[config.mk]
export PLATFORM = sky130hd
export DESIGN_NAME = jtdsp16_pc_seq
export DESIGN_NICKNAME = d
export VERILOG_FILES = /design/src/rtl/jtdsp16_pc_seq.sv
export SDC_FILE = /design/constraint.sdc
export NUM_CORES = 1
export LEC_CHECK = 0
export BUFFER_PORTS_ARGS = -buffer_cell sky130_fd_sc_hd__buf_2
export CAP_MARGIN = 5
export CORE_MARGIN = 4
export CORE_UTILIZATION = 47
export CTS_BUF_LIST = sky130_fd_sc_hd__clkbuf_8
export CTS_CLUSTER_SIZE = 14
export DETAILED_ROUTE_END_ITERATION = 10
export PLACE_DENSITY = 0.79
export SLEW_MARGIN = 10
export SYNTH_ARGS = -nofsm -noshare
export SYNTH_HDL_FRONTEND = slang
export SYNTH_SLANG_ARGS = --single-unit
export TNS_END_PERCENT = 100
[constraint.sdc]
create_clock -name clk -period 2.4 [get_ports clk]
set_input_delay 0.48 -clock clk [delete_from_list [all_inputs] [get_ports clk]]
set_output_delay 0.48 -clock clk [all_outputs]
set_load 0.005 [all_outputs]
[src/rtl/jtdsp16_pc_seq.sv]
`default_nettype none
// ============================================================================
//  Module      : jtdsp16_pc_seq
//  Description : DSP16 program-counter sequencer. Holds pc and the XAAU
//                pointer registers (pr, pi, pt, i_reg). Each enabled cycle
//                pc increments, jumps, or enters an interrupt handler.
//                Optional feature macro: JTDSP16_IRQ_EN (interrupt entry,
//                icall and in_irq tracking). Without it, ext_irq and icall
//                are ignored and ireturn acts as a plain goto pi.
//  Revision    : 1.0 - initial release
// ============================================================================
module jtdsp16_pc_seq (
  input  logic        clk,
  input  logic        rst,
  input  logic        cen,
  input  logic        goto_ja,
  input  logic        call_ja,
  input  logic        goto_b,
  input  logic        icall,
  input  logic        pc_halt,
  input  logic        xaau_imm_load,
  input  logic        xaau_ram_load,
  input  logic [2:0]  r_field,
  input  logic [11:0] i_field,
  input  logic [15:0] long_imm,
  input  logic [15:0] ram_dout,
  input  logic        ext_irq,
  output logic [15:0] rom_addr,
  output logic [15:0] pr,
  output logic [15:0] pi,
  output logic [15:0] pt,
  output logic [11:0] i_reg,
  output logic        in_irq
);

  // goto_b subcodes (i_field[10:8])
  localparam logic [2:0] C_B_RETURN  = 3'd0;
  localparam logic [2:0] C_B_IRETURN = 3'd1;
  localparam logic [2:0] C_B_GOTO_PT = 3'd2;
  localparam logic [2:0] C_B_CALL_PT = 3'd3;

  // XAAU destination codes (r_field)
  localparam logic [2:0] C_R_PT   = 3'd0;
  localparam logic [2:0] C_R_PR   = 3'd1;
  localparam logic [2:0] C_R_PI   = 3'd2;
  localparam logic [2:0] C_R_IREG = 3'd3;

  // Fixed handler entry points
  localparam logic [15:0] C_VEC_EXT   = 16'h0001;
  localparam logic [15:0] C_VEC_ICALL = 16'h0002;

  logic [15:0] pc_q,   pc_d;
  logic [15:0] pr_q,   pr_d;
  logic [15:0] pi_q,   pi_d;
  logic [15:0] pt_q,   pt_d;
  logic [11:0] ireg_q, ireg_d;

  logic [15:0] w_pc_inc;
  logic [15:0] w_pc_ja;
  logic [15:0] w_load_data;
  logic        w_load;
  logic [2:0]  w_b_sub;

  assign w_pc_inc    = pc_q + 16'd1;            // wraps 0xFFFF -> 0x0000
  assign w_pc_ja     = {pc_q[15:12], i_field};  // page-relative jump target
  assign w_load      = xaau_imm_load | xaau_ram_load;
  assign w_load_data = xaau_ram_load ? ram_dout : long_imm;  // RAM wins
  assign w_b_sub     = i_field[10:8];

`ifdef JTDSP16_IRQ_EN
  logic in_irq_q, in_irq_d;
`else
  // Interrupt inputs have no effect in this build.
  logic w_unused_irq;
  assign w_unused_irq = icall ^ ext_irq;
`endif

  // Next-state: register loads first, then program flow overrides them so
  // a jump writing pr/pi beats a load to the same register.
  always_comb begin
    pc_d   = pc_q;
    pr_d   = pr_q;
    pi_d   = pi_q;
    pt_d   = pt_q;
    ireg_d = ireg_q;
`ifdef JTDSP16_IRQ_EN
    in_irq_d = in_irq_q;
`endif

    if (w_load) begin
      case (r_field)
        C_R_PT:   pt_d   = w_load_data;
        C_R_PR:   pr_d   = w_load_data;
        C_R_PI:   pi_d   = w_load_data;
        C_R_IREG: ireg_d = w_load_data[11:0];
        default:  ;
      endcase
    end

    // A halted cycle freezes pc and defers any jump or interrupt entry.
    if (!pc_halt) begin
      if (call_ja) begin
        pr_d = pc_q;
        pc_d = w_pc_ja;
      end else if (goto_ja) begin
        pc_d = w_pc_ja;
      end else if (goto_b) begin
        case (w_b_sub)
          C_B_RETURN:  pc_d = pr_q;
          C_B_IRETURN: begin
            pc_d = pi_q;
`ifdef JTDSP16_IRQ_EN
            in_irq_d = 1'b0;
`endif
          end
          C_B_GOTO_PT: pc_d = pt_q;
          C_B_CALL_PT: begin
            pr_d = pc_q;
            pc_d = pt_q;
          end
          default:     pc_d = w_pc_inc;
        endcase
      end
`ifdef JTDSP16_IRQ_EN
      else if (icall) begin
        pi_d     = pc_q;
        pc_d     = C_VEC_ICALL;
        in_irq_d = 1'b1;
      end else if (ext_irq && !in_irq_q) begin
        // Level request; masked while a handler is active. After ireturn
        // in_irq_q is low from the next cycle, so re-entry is one cycle late.
        pi_d     = pc_q;
        pc_d     = C_VEC_EXT;
        in_irq_d = 1'b1;
      end
`endif
      else begin
        pc_d = w_pc_inc;
      end
    end
  end

  // Sequencer state register, gated by the clock enable.
  always_ff @(posedge clk or posedge rst) begin
    if (rst) begin
      pc_q   <= 16'h0000;
      pr_q   <= 16'h0000;
      pi_q   <= 16'h0000;
      pt_q   <= 16'h0000;
      ireg_q <= 12'h000;
    end else if (cen) begin
      pc_q   <= pc_d;
      pr_q   <= pr_d;
      pi_q   <= pi_d;
      pt_q   <= pt_d;
      ireg_q <= ireg_d;
    end
  end

`ifdef JTDSP16_IRQ_EN
  // Interrupt-active flag, gated by the clock enable.
  always_ff @(posedge clk or posedge rst) begin
    if (rst) begin
      in_irq_q <= 1'b0;
    end else if (cen) begin
      in_irq_q <= in_irq_d;
    end
  end

  assign in_irq = in_irq_q;
`else
  assign in_irq = 1'b0;
`endif

  assign rom_addr = pc_q;
  assign pr       = pr_q;
  assign pi       = pi_q;
  assign pt       = pt_q;
  assign i_reg    = ireg_q;

endmodule
`default_nettype wire

# After elaboration in Yosys (flattened, before gate mapping)
# Index checks and enable logic that the tools add are counted.
# classes
addsub,1
multipliers,0
n_div,0
n_lt_le_gt_ge,0
eq_ne,6
shifts,0
mux,12
n_bitwise,4
n_reduce_logical,8
# op_table
cell,n
$mux W16,9
$pmux W16 S3,1
$mux W12,2
$add A16 B1 Y16 const B,1
$eq A3 B2 Y1 const B,4
$reduce_and A3 Y1,3
$eq A3 B1 Y1 const B,2
$logic_not A3 Y1,2
$reduce_and A4 Y1,1
$not A1 Y1,3
$reduce_and A2 Y1,1
$reduce_or A2 Y1,1
$or A1 B1 Y1,1
# totals
regBits,76
latch_bits,0
ram_bits,0
mem_bits_ro,0
out_inout_bits,77
elab_cells,37
mem_count,0

# Logic depth before layout (Yosys ltp)
# depth
ltp_word,8
mapped_depth,8
ltp_nobuf,6

# Least setup slack after synthesis
# Ideal clock, no wire load.
# synth_timing
path_type,input to register
start,in xaau_ram_load
end,"reg pr_q[1], in the netlist pr[1]"
arrival_time_ps,1753
slack_ps,507
cell_stages,8
path_buffers,3
path_cell_list,buf_4 nor2_2 or4b_1 buf_2 o21a_4 buf_6 nand2_1 o311ai_2
# synth_between
elab_chain_cells,8
word_cells_on_any_way,9
cone_classes,mux (8); bitwise (1)
# synth_lines
element,line,rtl
from (decl),22,"input logic xaau_ram_load,"
$mux W16,67,assign w_load_data = xaau_ram_load ? ram_dout : long_imm;
$mux W16,91,case (r_field)
$mux W16 (*),90,if (w_load) begin
$mux W16,108,case (w_b_sub)
$mux W16,107,end else if (goto_b) begin
$mux W16,105,end else if (goto_ja) begin
$mux W16,102,if (call_ja) begin
$mux W16 (*),101,if (!pc_halt) begin
to (signal assigned),153,pr_q <= pr_d;
to (decl),53,"logic [15:0] pr_q, pr_d;"
# Mark *: on every way between the ends. The rest lies on a longest branch, timed or not.
# A chain may end at the register's enable or synchronous reset.

# Worst setup path in the final report
# layout_timing
start,"reg pc_q[0], in the netlist rom_addr[0]"
end,"reg pc_q[10], in the netlist rom_addr[10]"
# layout_between
elab_chain_cells,5
# layout_lines
element,line,rtl
from (decl),52,"logic [15:0] pc_q, pc_d;"
from (signal assigned),152,pc_q <= pc_d;
$add A16 B1 Y16 (*),64,assign w_pc_inc = pc_q + 16'd1;
$pmux W16 S3,108,
$mux W16 (*),107,
$mux W12 (*),105,
$mux W12 (*),102,
# Marked as above.

==> flow_summary.yaml <==
final_layout:
  finalNetCount: 611
  final_cells: 662
  finish.utilization_pct: 60.6
  area_growth_pct: 25.7
  multi_input_area_mm2: 0.00191
  seqCellArea_mm2: 0.00190
  drive_gt1_share_pct: 32.2
  finalInstanceArea_mm2: 0.00498
  fillCellCount: 714
routing:
  drc: 0
  vias: 3811
  drt-vias-per-instance: 5.76
  postRouteAntennaNets: 0
  drt-total-wl_um: 12100
  wl_per_cell_um: 18.3
  firstDrtPassIters: 5
  first_iter_violations: 392
synthesis:
  synth-seq-cells: 76
  ys_types: 53
  synth_area_mm2: 0.00396
  postSynthNetCount: 483
  async_flop_share_pct: 100
  synth_warnings: 0
  avgSynthCellArea_um2: 9.34
  synth_ff_type: "dfrtp_1"
  synth_edf_count: 0
  synthCells: 424
  synth-seq-area-share_pct: 48.0
critical_path:
  worstPathCellList: "ha_1 > nand2_1 > nor3_1 > a21oi_1 > a211oi_1 > a21oi_1"
  critPathMaxStageDelay_ns: 0.53
  path_class: "register to register"
  arrival_ns: 2.19
  reg2reg_setup_slack_ns: 0.44
  cp_common_cell: "a21oi_1"
  startpoint_type: "register"
  path_max_fanout: 6
  r2r-end: "rom_addr[10]"
  slowest_stage: "nor3_1"
  cp.required_ns: 2.63
  cp-end-kind: "register"
  rr_worst_depth: 6
  r2r-start: "rom_addr[0]"
clock_network:
  cts_buffer_depth: 2
  htree_levels: 3
  clk_pin_slew_ns: 0.09
  post_cts_resize_count: 0
  clock_latency_ns: 0.36
  cts_buffers: 9
  cts_root_buffer: "clkbuf_8"
  cts_hold_buf: 0
  cts_tree: "yes"
  clock-sinks: 76
  post_cts_buffers: 0
die:
  core_area_mm2: 0.00822
  die_w_um: 99.8
  dieArea_mm2: 0.00996
  dieHeight_um: 99.8
  initial_core_util_pct: 48.2
  rows: 33
  pin_count: 135
grt:
  grt_pass1_wl_um: 18900
  grt-ovfl-total: 0
  grt-busiest-layer: "met2"
  use_met1_pct: 32.9
  grt_use_total_pct: 24.2
  grt_max_degree: 35
  antenna_found_initial: 0
  grt_pass1_vias: 3612
  grt_util_met3_pct: 7.23
  grt_use_met2_pct: 38.3
place:
  gp_congestion: 0.888
  numPortBuffers: 131
  placed_cell_area_mm2: 0.00476
  dpl.hpwl_um: 9130
  dp_cells: 646
outcome:
  status: "finished clean"
timing:
  slew_viol_final: 0
  period_minus_slack_ns: 1.96
  finalSetupViolations: 0
  worstMarginPinSlew_ns: 0.641
  max_freq_mhz: 509
  setup_tns_ns: 0
  finalCritPeriodShare_pct: 81.8
  rsz0062_at_grt: "no"
  final_hold_viol_count: 0
  relSlewSlack_pct: 57.0
  skew_ns: 0.0104
pwr:
  irDropWorstVdd_mv: 0.632
  p_leak_uw: 0.00230
  switching_share_pct: 32.8
  power_frac_seq_pct: 47.1
  total_power_uw: 3910
  switchingPower_uw: 1280
  p_clk_share_pct: 27.3
  power_density_mw_per_mm2: 785
  p_comb_share_pct: 25.7
  intPower_uw: 2630
flow_run:
  drv_cap: 0
hold_path:
  hold_class: "primary input to async pin"
-- Yosys cell counts (6+ instances only) --
cell type,instances,area (um^2)
dfrtp_1,76,1900
a21oi_1,52,260
nand2_1,47,176
nor2_1,43,161
o21ai_0,38,190
nand3_1,24,120
mux2i_1,21,210
clkbuf_1,15,56.3
o311ai_2,9,146
buf_2,8,40.0
a221oi_1,7,61.3
a22oi_1,6,45.0
inv_1,6,22.5
-- layout by cell type, fill, tap and decap left out, drive strengths merged, types with 2 or more instances in the layout --
cell	netlist	layout
nor2	44	44
o21ai	38	38
nand2b	5	5
a31oi	3	3
clkinv	0	3
dfrtp	76	76
nor3b	2	2
inv	6	5
o22ai	3	3
nor4b	2	2
nand2	47	47
o211ai	4	4
o21a	2	2
nor2b	3	3
clkinvlp	0	2
o311ai	16	16
a2bb2oi	2	2
clkbuf	15	9
buf	14	146
xnor2	3	3
or2	2	2
nand3	24	24
nor3	4	4
a221oi	7	7
mux2i	21	21
a21oi	52	52
bufinv	0	2
o31ai	2	2
xor2	3	3
a22oi	6	6
-- final cells by class --
| type | count | area share, % |
|---|---|---|
| Clock buffer | 9 | 2.49 |
| Multi-Input combinational cell | 313 | 38.4 |
| Tap cell | 105 | 2.64 |
| Sequential cell | 76 | 38.2 |
| Timing Repair Buffer | 146 | 15.9 |
| Clock inverter | 6 | 1.81 |
| Antenna cell | 1 | 0.0503 |
| Inverter | 6 | 0.528 |
-- worst max path at each step --
stage                        from      endpoint  slack [ns]  cells after the start
finish                rom_addr[0]  rom_addr[10]        0.44                      6
floorplan           xaau_ram_load         pr[1]        0.51                      8
detailed placement     r_field[2]        pr[11]        0.35                      5
global placement       r_field[2]        pr[11]        0.39                      5
global route          rom_addr[0]  rom_addr[10]        0.31                      6
CTS                   rom_addr[0]  rom_addr[10]        0.47                      6
-- cells by family after synthesis --
kind of cell,synth area share (%)
AO/OA/AOI/OAI,24.6
AND/OR/NAND/NOR,15.9
flip-flops,48.0
buffers and inverters,4.23
multiplexers,5.59
XOR/XNOR,1.33
adder cells (fa/ha/maj),0.316
other,0.0947
-- power by group through the flow --
stage	sequential (uW)	combinational (uW)	clock, uW
global route	1870	1110	1140
finish	1840	1000	1070
global placement	1840	969	0
detailed placement	1860	1000	0
CTS	1830	1010	1080
floorplan	1820	501	0
-- metrics by stage --
step	hold WS (ns)	worst slack, ns
2_1_floorplan	0.473	0.507
3_3_place_gp	0.462	0.389
3_5_place_dp	0.469	0.349
4_1_cts	0.219	0.467
5_1_grt	0.245	0.315
6_report	0.204	0.436
-- critical path, delay by kind of cell (launching register included) --
family	cells	cell delay, ns
DFF	1	0.47
AOI/OAI and AO/OA	3	0.49
adders and majority gates	1	0.25
and+or+nand+nor	2	0.62
-- layer usage --
metal / vias up / share of wire [%]
met5: - / 0
met4: 0 / 1.1
met3: 15 / 10
met2: 199 / 47
met1: 1794 / 41
li1: 1803 / -
Note: power is estimated with default switching activity, not from simulation.
